==> config.mk <==
export PLATFORM = sky130hd
export DESIGN_NAME = fibonacci_stream
export DESIGN_NICKNAME = d
export VERILOG_FILES = /design/src/rtl/fibonacci_stream.sv
export SDC_FILE = /design/constraint.sdc
export NUM_CORES = 1
export LEC_CHECK = 0
export ABC_AREA = 1
export BUFFER_PORTS_ARGS = -buffer_cell sky130_fd_sc_hd__buf_2
export CAP_MARGIN = 25
export CORE_ASPECT_RATIO = 0.75
export CORE_UTILIZATION = 50
export DETAILED_ROUTE_END_ITERATION = 10
export PLACE_DENSITY_LB_ADDON = 0.2
export SLEW_MARGIN = 20
export SYNTH_ARGS = -nofsm -noshare
export SYNTH_HDL_FRONTEND = slang
export SYNTH_SLANG_ARGS = --single-unit
==> constraint.sdc <==
create_clock -name clk -period 1.56 [get_ports clk]
set_input_delay 0.468 -clock clk [delete_from_list [all_inputs] [get_ports clk]]
set_output_delay 0.468 -clock clk [all_outputs]
set_load 0.005 [all_outputs]
==> src/rtl/fibonacci_stream.sv <==
// fibonacci_stream: programmable-seed Fibonacci generator with a valid/ready
// output stream, start/done control and a sticky overflow flag.
//
// Build option: define FIB_WRAP_EN to restart emission from the held seeds
// when the next term would overflow. Left undefined, an overflow ends the
// sequence early with ovf set.
module fibonacci_stream #(
  parameter int WIDTH = 16,
  parameter int CNT_W = 8
) (
  input  logic             clk,
  input  logic             rst,
  input  logic             start,
  input  logic [WIDTH-1:0] seed0,
  input  logic [WIDTH-1:0] seed1,
  input  logic [CNT_W-1:0] num_terms,
  output logic [WIDTH-1:0] out_data,
  output logic             out_valid,
  input  logic             out_ready,
  output logic             busy,
  output logic             done,
  output logic             ovf
);

  typedef enum logic [1:0] {
    IDLE = 2'd0,
    RUN  = 2'd1,
    DONE = 2'd2
  } state_t;

  state_t state, state_nxt;

  // a is the term on the stream, b the one after it; b_ovf marks b as the
  // truncated result of a sum that carried out of WIDTH bits.
  logic [WIDTH-1:0] a, b;
  logic [CNT_W-1:0] rem;
  logic             b_ovf;
  logic             ovf_q;
`ifdef FIB_WRAP_EN
  logic [WIDTH-1:0] seed0_q, seed1_q;
`endif

  logic [WIDTH:0] sum;
  logic           accept;
  logic           handshake;
  logic           last_term;
  logic           ovf_hit;

  assign sum       = {1'b0, a} + {1'b0, b};
  assign accept    = (state == IDLE) && start;
  assign handshake = (state == RUN) && out_ready;
  // Count exhaustion wins over overflow: the final requested term is emitted
  // even if its successor could not be represented.
  assign last_term = handshake && (rem == CNT_W'(1));
  assign ovf_hit   = handshake && !last_term && b_ovf;

  // State register.
  always_ff @(posedge clk) begin
    // NOTE: sequential state uses non-blocking assignments so every register
    // samples pre-edge values, regardless of block ordering.
    if (rst) state <= IDLE;
    else     state <= state_nxt;
  end

  // Next-state logic.
  always_comb begin
    // NOTE: default assignment first so no path leaves state_nxt unassigned,
    // which would otherwise infer a latch.
    state_nxt = state;
    unique case (state)
      IDLE: begin
        if (start) state_nxt = (num_terms == '0) ? DONE : RUN;
      end
      RUN: begin
        if (last_term) begin
          state_nxt = DONE;
        end else if (ovf_hit) begin
`ifdef FIB_WRAP_EN
          state_nxt = RUN;
`else
          state_nxt = DONE;
`endif
        end
      end
      DONE:    state_nxt = IDLE;
      default: state_nxt = IDLE;
    endcase
  end

  // Datapath: seed capture, term advance on handshake, sticky overflow.
  always_ff @(posedge clk) begin
    if (rst) begin
      a     <= '0;
      b     <= '0;
      rem   <= '0;
      b_ovf <= 1'b0;
      ovf_q <= 1'b0;
`ifdef FIB_WRAP_EN
      seed0_q <= '0;
      seed1_q <= '0;
`endif
    end else if (accept) begin
      a     <= seed0;
      b     <= seed1;
      rem   <= num_terms;
      b_ovf <= 1'b0;
      ovf_q <= 1'b0;
`ifdef FIB_WRAP_EN
      seed0_q <= seed0;
      seed1_q <= seed1;
`endif
    end else if (handshake) begin
      rem <= rem - CNT_W'(1);
      if (ovf_hit) ovf_q <= 1'b1;
`ifdef FIB_WRAP_EN
      if (ovf_hit) begin
        a     <= seed0_q;
        b     <= seed1_q;
        b_ovf <= 1'b0;
      end else begin
        a     <= b;
        b     <= sum[WIDTH-1:0];
        b_ovf <= sum[WIDTH];
      end
`else
      a     <= b;
      b     <= sum[WIDTH-1:0];
      b_ovf <= sum[WIDTH];
`endif
    end
  end

  // Outputs decoded from the state.
  always_comb begin
    out_valid = (state == RUN);
    busy      = (state == RUN);
    done      = (state == DONE);
    out_data  = (state == RUN) ? a : '0;
  end

  assign ovf = ovf_q;

endmodule

==> flow_metrics.py, run 1 <==
metrics = {
    "status": {
        "outcome": "finished, violations left",
        "failed_checks": "negative setup slack",
    },
    "die": {
        "num_rows": 24,
        "core_um2": 5890,
        "die_area_um2": 6480,
        "num_io_pins": 64,
        "chipWidth_um": 92.6,
        "die_h_um": 70.0,
        "start_util_pct": 52.3,
    },
    "synthesis": {
        "synth_top_area_share_pct": 28.6,
        "synth_nets": 547,
        "synth_area_leaders": "dfxtp_1, nand2_1, inv_1",
        "ys_seq_elements": 44,
        "yosys_warnings": 0,
        "avgSynthCellArea_um2": 6.36,
        "ys.flop_type": "dfxtp_1",
        "netlist_area_um2": 3080,
        "synth_edf_count": 0,
        "yosys.area.top_type": "dfxtp_1",
        "synth_cells": 484,
        "async_flop_share_pct": 0,
        "synth.distinct_cells": 39,
        "ys_seq_area_share_pct": 28.6,
    },
    "timing": {
        "fin_ws_ns": -0.180,
        "hold_viol": 0,
        "skew_ns": 0.00489,
        "tns_ns": -3.40,
        "setup_viol": 23,
        "worst_pin_slew_ns": 0.392,
        "grt_setup_unrepaired": "yes",
        "maxSlewViolCount": 0,
        "fin_hold_ws_ns": 0.403,
        "post-route-min-period_ns": 1.74,
        "relSlewSlack_pct": 73.7,
        "fin_crit_sh_pct": 112,
        "fmax_mhz": 575,
    },
    "grt": {
        "grt_max_degree": 34,
        "grt_antenna_before_repair": 0,
        "grt_pass1_wl_mm": 14.2,
        "grt_overflow": 0,
        "grt_pass1_vias": 3144,
        "grt_usage_pct": 27.1,
    },
    "layout": {
        "layout_common_cells": "nand2_1, inv_1, buf_2",
        "fin_cells": 662,
        "layout_commonest_cell": "nand2_1",
        "final_nets": 646,
        "final_core_util_pct": 72.7,
        "antenna_cells": 0,
        "area_delta_synth_final_pct": 38.8,
        "final_cell_area_um2": 4280,
        "drive_above_1_share_pct": 39.7,
    },
    "min_path": {
        "hold_class": "input pin to flop",
        "hp-start": "seed0[2]",
        "hold_depth": 3,
    },
    "route": {
        "dr_total_vias": 3444,
        "dr.pass1.iters": 5,
        "viasPerCell": 5.20,
        "wl_mm": 9.11,
        "drc_errors": 0,
        "postRouteAntennaNets": 0,
        "wire_per_inst_um": 13.8,
        "dr.first_iter.drc_count": 212,
    },
    "cts": {
        "numCtsBuffers": 5,
        "clock_path_buffers": 2,
        "htreeDepth": 2,
        "clock_sinks": 44,
        "cts_tree": "built",
        "clk_latency_ns": 0.30,
        "hold_buffers": 0,
        "cts.clk_slew.worst_paths_ns": 0.09,
        "cts-root-buf": "clkbuf_8",
    },
    "worst_setup_path": {
        "critPathLaunchType": "flop",
        "cp.arrival_ns": 1.27,
        "crit_cells": 6,
        "critical-path-top-delay-family": "buffers and inverters",
        "path_cells": "inv_2 > nor2_4 > clkinvlp_4 > buf_6 > nor2_1 > buf_2",
        "reg2reg_from": "a[0]",
        "crit_required_ns": 1.09,
        "crit_path_max_incr_delay_ns": 0.35,
        "ff2ff_setup_slack_ns": -0.17,
        "critPathCaptureType": "output pin",
        "cp_num_buf_inv": 4,
        "rr_endpoint": "b[12]",
        "path_max_fanout": 6,
        "crit_type": "flop to output pin",
        "slowest_stage": "dfxtp_2",
        "endpoint": "out_data[12]",
        "reg2reg_depth": 13,
        "crit_start": "state[0]",
    },
    "place": {
        "place_inst": 646,
        "port_buffers": 63,
        "dpl_worst_slack_ns": -0.165,
        "hpwl_mm": 6.12,
        "gp_congestion": 0.930,
        "postPlaceCellArea_um2": 3730,
    },
    "power": {
        "vdd_ir_drop_max_mv": 0.482,
        "power.leakage_nw": 2.04,
        "p_per_area_nw_per_um2": 864,
        "finalPower_mw": 3.70,
    },
    "flow_run": {
        "cap_violations": 0,
    },
}
## worst min path at each step
| stage | end | slack [ns] |
|---|---|---|
| floorplan | ovf | 0.45 |
| CTS | a[5] | 0.41 |
| detailed placement | ovf | 0.46 |
| finish | a[2] | 0.40 |
| global placement | ovf | 0.45 |
| global route | a[2] | 0.41 |
## state kept, by name, indices dropped and copies added (netlist names)
signal	cells
b_ovf	1
a	16
b	16
ovf	1
state	2
rem	8
## cells by family after synthesis
logic type | synth area share, %
buf+inv | 12.9
fa+ha+maj | 7.96
xor+xnor | 2.56
compound gates | 14.2
simple gates | 33.8
flops | 28.6
## per-layer routing
metal	GRT usage, %	wire [µm]	vias up
li1	-	-	1727
met1	35.9	4080	1583
met2	46.9	4360	120
met3	4.47	565	14
met4	4.79	104	0
met5	0	0	-
## worst reg2reg max path, stage by stage (launching register included)
cell     delay [ns]
dfxtp_2        0.35
ha_4           0.16
fa_2           0.36
nand2_2        0.09
nand2_2        0.06
and2_4         0.15
nand3_2        0.06
nand2_2        0.06
nand2_2        0.07
nand2_2        0.05
nand2_2        0.06
nand3_2        0.06
nand2_1        0.06
inv_1          0.04
## Yosys cell counts (all sizes together) (2+ instances only)
library cell and n:
a21oi 22, a221oi 4, a31oi 20, buf 12, clkbuf 5, dfxtp 44
ha 18, inv 75, nand2 162, nand3 22, nand3b 2, nor2 54
nor3b 2, nor4 2, o211ai 4, o21ai 15, o221ai 2, or2 2
xnor2 6, xor2 3
## layout make-up
type / count / area (µm²)
Multi-Input combinational cell: 347 / 2150
Fill cell: 476 / 1610
Sequential cell: 44 / 923
Timing Repair Buffer: 109 / 701
Inverter: 76 / 295
Tap cell: 78 / 97.6
Clock buffer: 6 / 72.6
Clock inverter: 2 / 35.0
## repair_timing
action	in CTS	in global routing
pin swaps	7	34
hold endpoints to repair	0	0
setup buffers	2	6
gates resized for setup	17	90
endpoints found under the setup margin	27	32
## report_power, final
| part | total, mW | internal, mW | switching, mW |
|---|---|---|---|
| Combinational | 1.41 | 0.649 | 0.757 |
| Clock | 0.903 | 0.476 | 0.427 |
| Sequential | 1.39 | 1.26 | 0.128 |
Note: power is estimated with default switching activity, not from simulation.
==> run 2: changes to the inputs <==
--- a/config.mk
+++ b/config.mk
@@ -11,6 +11,7 @@
 export CORE_ASPECT_RATIO = 0.75
 export CORE_UTILIZATION = 50
 export DETAILED_ROUTE_END_ITERATION = 10
+export MAX_ROUTING_LAYER = met4
 export PLACE_DENSITY_LB_ADDON = 0.2
 export SLEW_MARGIN = 20
 export SYNTH_ARGS = -nofsm -noshare
==> flow_metrics.py, run 2 (synthesis gave the netlist of run 1 again) <==
metrics = {
    "route": {
        "postRouteAntennaNets": 0,
        "viasPerCell": 5.04,
        "dr.first_iter.drc_count": 166,
        "wire_per_inst_um": 12.8,
        "drc_errors": 0,
        "dr.pass1.iters": 4,
        "wl_mm": 8.43,
        "dr_total_vias": 3307,
    },
    "cts": {
        "clk_latency_ns": 0.31,
        "cts_tree": "built",
        "clock_sinks": 44,
        "cts.clk_slew.worst_paths_ns": 0.08,
        "hold_buffers": 0,
        "numCtsBuffers": 5,
        "clock_path_buffers": 2,
        "htreeDepth": 2,
        "cts-root-buf": "clkbuf_8",
    },
    "worst_setup_path": {
        "critical-path-top-delay-family": "buffers and inverters",
        "crit_type": "flop to output pin",
        "crit_start": "state[0]",
        "cp_num_buf_inv": 4,
        "slowest_stage": "dfxtp_2",
        "reg2reg_from": "b[0]",
        "crit_required_ns": 1.09,
        "critPathLaunchType": "flop",
        "critPathCaptureType": "output pin",
        "path_max_fanout": 6,
        "cp.arrival_ns": 1.26,
        "crit_path_max_incr_delay_ns": 0.35,
        "path_cells": "inv_2 > nor2_4 > clkinvlp_4 > buf_6 > nor2_1 > buf_2",
    },
    "die": {
        "die_area_um2": 6480,
        "start_util_pct": 52.3,
        "core_um2": 5890,
        "chipWidth_um": 92.6,
        "num_io_pins": 64,
        "die_h_um": 70.0,
        "num_rows": 24,
    },
    "flow_run": {
        "cap_violations": 0,
    },
    "timing": {
        "maxSlewViolCount": 0,
        "fmax_mhz": 580,
        "hold_viol": 0,
        "fin_ws_ns": -0.164,
        "setup_viol": 25,
        "fin_crit_sh_pct": 110,
        "worst_pin_slew_ns": 0.417,
        "grt_setup_unrepaired": "yes",
        "skew_ns": 0.00944,
        "tns_ns": -3.23,
        "relSlewSlack_pct": 71.9,
        "post-route-min-period_ns": 1.72,
        "fin_hold_ws_ns": 0.409,
    },
    "layout": {
        "fin_cells": 656,
        "final_cell_area_um2": 4120,
        "drive_above_1_share_pct": 32.7,
        "antenna_cells": 0,
        "fill_cells": 509,
        "top_regs": "a (16), b (16), rem (8)",
        "layout_commonest_cell": "nand2_1",
        "area_delta_synth_final_pct": 33.9,
        "layout_common_cells": "nand2_1, inv_1, buf_2",
        "final_core_util_pct": 70.1,
        "final_nets": 640,
    },
    "grt": {
        "grt_overflow": 0,
        "grt_antenna_before_repair": 0,
        "grt_pass1_vias": 2938,
        "grt_usage_pct": 26.7,
        "grt_max_degree": 34,
        "grt_pass1_wl_mm": 13.3,
    },
    "power": {
        "p_per_area_nw_per_um2": 879,
        "power.leakage_nw": 1.98,
        "vdd_ir_drop_max_mv": 0.575,
    },
    "min_path": {
        "hold_class": "input pin to flop",
        "hp-start": "seed0[2]",
    },
    "place": {
        "gp_congestion": 0.940,
        "place_inst": 644,
        "hpwl_mm": 5.95,
        "postPlaceCellArea_um2": 3710,
        "port_buffers": 63,
    },
    "status": {
        "outcome": "finished, violations left",
        "failed_checks": "negative setup slack",
    },
}
==> run 2: changes by cell type in the layout (fill, tap and decap cells not counted), moves of 4 or more <==
cell / delta
dfxtp_2: -7
dfxtp_1: +9
nand2_1: +15
nand2_4: -4
nor2_2: -4
nand2_2: -11
buf_4: -7
==> run 2: layout make-up <==
| class | count | area (µm²) | share of cell area, % |
|---|---|---|---|
| Multi-Input combinational cell | 347 | 2050 | 49.8 |
| Sequential cell | 44 | 907 | 22.0 |
| Timing Repair Buffer | 103 | 659 | 16.0 |
| Inverter | 76 | 298 | 7.22 |
| Tap cell | 78 | 97.6 | 2.37 |
| Clock buffer | 6 | 72.6 | 1.76 |
| Clock inverter | 2 | 35.0 | 0.850 |
==> run 2: power by group <==
part | switching [mW] | total (mW) | internal, mW
clock | 0.429 | 0.905 | 0.476
combinational | 0.720 | 1.34 | 0.624
sequential | 0.123 | 1.38 | 1.25
total | 1.27 | 3.63 | 2.35
==> run 2: final timing paths <==
kind,to,cells after the start,slack (ns)
worst max-delay path,out_data[14],6,-0.16
worst min-delay path,a[2],3,0.41
worst min register to register,ovf,2,0.46
worst max register to register,b[14],12,-0.15
==> run 2: timing repair <==
| item | in CTS | in global routing |
|---|---|---|
| setup endpoints to repair | 27 | 38 |
| gates cloned | 0 | 0 |
| setup buffers | 4 | 0 |
| hold endpoints to repair | 0 | 0 |
| pin swaps | 3 | 10 |
| resized for setup | 23 | 42 |
==> run 2: worst register-to-register path, stage by stage, from the launching register on <==
cell     delay [ns]
dfxtp_2        0.34
ha_4           0.16
fa_2           0.39
nand2_2        0.07
nand2_2        0.05
nand3_1        0.07
nand2_2        0.10
nand2_2        0.10
nand2_2        0.06
nand2_1        0.06
nand3_1        0.07
nand2_1        0.07
a21oi_1        0.05
==> run 2: per-stage QoR <==
| step | total power [mW] | setup WS [ns] |
|---|---|---|
| after floorplan | 2.17 | -0.0526 |
| after global placement | 2.53 | -0.105 |
| after detailed placement | 2.56 | -0.159 |
| after CTS | 3.55 | -0.168 |
| after global routing | 3.85 | -0.251 |
| final | 3.63 | -0.164 |
==> run 2: layer usage <==
metal	vias to the layer above	global-route usage, %	wire length, µm
li1	1717	-	-
met1	1495	36.0	4150
met2	85	42.0	3820
met3	10	4.47	379
met4	0	6.32	78
met5	-	-	0
==> run 3: changes to the inputs <==
--- a/config.mk
+++ b/config.mk
@@ -13,6 +13,7 @@
 export DETAILED_ROUTE_END_ITERATION = 10
 export MAX_ROUTING_LAYER = met4
 export PLACE_DENSITY_LB_ADDON = 0.2
+export RECOVER_POWER = 50
 export SLEW_MARGIN = 20
 export SYNTH_ARGS = -nofsm -noshare
 export SYNTH_HDL_FRONTEND = slang
==> flow_metrics.py, run 3 (synthesis gave the netlist of run 1 again) <==
metrics = {
    "status": {
        "outcome": "finished, violations left",
        "failed_checks": "negative setup slack",
    },
    "grt": {
        "grt_pass1_vias": 2938,
        "grt_overflow": 0,
        "grt_pass1_wl_mm": 13.3,
        "grt_usage_pct": 26.7,
        "gr-usage-met3_pct": 4.47,
        "grt_use_met1_pct": 36.0,
        "grtUsageMet2_pct": 42.0,
        "grt_max_degree": 34,
        "grt_busiest_layer": "met2",
        "grt_antenna_before_repair": 0,
    },
    "place": {
        "dpl_worst_slack_ns": -0.159,
        "port_buffers": 63,
        "hpwl_mm": 5.95,
        "gp_congestion": 0.940,
        "postPlaceCellArea_um2": 3710,
    },
    "worst_setup_path": {
        "critPathCaptureType": "output pin",
        "crit_required_ns": 1.09,
        "reg2reg_from": "b[0]",
        "cp.arrival_ns": 1.26,
        "crit_start": "state[0]",
        "crit_type": "flop to output pin",
        "path_max_fanout": 6,
        "critPathLaunchType": "flop",
    },
    "timing": {
        "tns_ns": -3.30,
        "skew_ns": 0.0113,
        "fin_hold_ws_ns": 0.406,
        "fin_ws_ns": -0.165,
        "post-route-min-period_ns": 1.72,
        "relSlewSlack_pct": 71.9,
        "worst_pin_slew_ns": 0.417,
        "fmax_mhz": 580,
        "hold_viol": 0,
        "setup_viol": 29,
        "fin_crit_sh_pct": 111,
        "grt_setup_unrepaired": "yes",
        "maxSlewViolCount": 0,
    },
    "cts": {
        "hold_buffers": 0,
        "htreeDepth": 2,
        "cts_tree": "built",
        "numCtsBuffers": 5,
        "clock_path_buffers": 2,
        "clock_sinks": 44,
        "clk_latency_ns": 0.32,
        "cts-root-buf": "clkbuf_8",
        "cts.clk_slew.worst_paths_ns": 0.09,
    },
    "power": {
        "vdd_ir_drop_max_mv": 0.575,
        "p_per_area_nw_per_um2": 881,
        "power.leakage_nw": 1.97,
        "finalPower_mw": 3.62,
    },
    "die": {
        "start_util_pct": 52.3,
        "num_rows": 24,
        "die_area_um2": 6480,
        "die_h_um": 70.0,
        "num_io_pins": 64,
        "chipWidth_um": 92.6,
        "core_um2": 5890,
    },
    "route": {
        "postRouteAntennaNets": 0,
        "wl_mm": 8.43,
        "wire_per_inst_um": 12.8,
        "dr.pass1.iters": 5,
        "dr.first_iter.drc_count": 158,
        "drc_errors": 0,
        "viasPerCell": 5.06,
        "dr_total_vias": 3318,
    },
    "layout": {
        "final_nets": 640,
        "layout_commonest_cell": "nand2_1",
        "area_delta_synth_final_pct": 33.4,
        "layout_common_cells": "nand2_1, inv_1, buf_2",
        "top_regs": "a (16), b (16), rem (8)",
        "antenna_cells": 0,
        "final_cell_area_um2": 4110,
        "drive_above_1_share_pct": 32.2,
    },
    "min_path": {
        "hp-start": "seed0[2]",
        "hold_class": "input pin to flop",
    },
    "flow_run": {
        "cap_violations": 0,
    },
}
==> run 3: cell count changes in the layout (fill, tap and decap cells not counted) <==
cell,previous run,this run
clkbuf_1,1,2
buf_2,63,62
nand2_1,142,143
nor2_1,47,48
inv_4,1,0
nand2_4,3,2
inv_2,2,3
nor2_2,4,3
==> run 3: critical path: stages, from the launching register on <==
cell	delay, ns
dfxtp_2	0.35
inv_2	0.04
nor2_4	0.10
clkinvlp_4	0.11
buf_6	0.15
nor2_1	0.08
buf_2	0.11
==> run 3: layer usage <==
metal | up-vias | wire length, µm
met5 | - | 0
met4 | 0 | 105
met3 | 12 | 455
met2 | 99 | 3760
met1 | 1492 | 4100
li1 | 1715 | -
==> run 3: path summary, 6_finish.rpt <==
path	end	slack, ns	cells after the start
worst min register to register	ovf	0.47	2
worst max register to register	b[14]	-0.15	12
worst max-delay path	out_data[14]	-0.16	6
worst min-delay path	a[2]	0.41	3
==> run 3: area by class of cell <==
type	count	area (µm²)
Multi-Input combinational cell	347	2040
Fill cell	512	1780
Timing Repair Buffer	103	658
Inverter	76	295
Clock inverter	2	35.0
Clock buffer	6	72.6
Sequential cell	44	907
Tap cell	78	97.6
==> run 3: stage by stage <==
step / util (%) / instances
floorplan: - / 484
finish: 69.8 / 656
global route: 69.8 / 656
detailed placement: 63.1 / 644
CTS: 67.6 / 656
global placement: 63.1 / 644
==> run 3: repair_timing <==
| action | CTS | global route |
|---|---|---|
| resized for setup | 23 | 42 |
| pin swaps | 3 | 10 |
| endpoints found under the setup margin | 27 | 38 |
| buffers inserted | 4 | 0 |
==> run 3: power breakdown <==
group | internal (mW) | total, mW | switching (mW)
Combinational | 0.620 | 1.33 | 0.712
Clock | 0.476 | 0.912 | 0.436
Sequential | 1.25 | 1.38 | 0.124
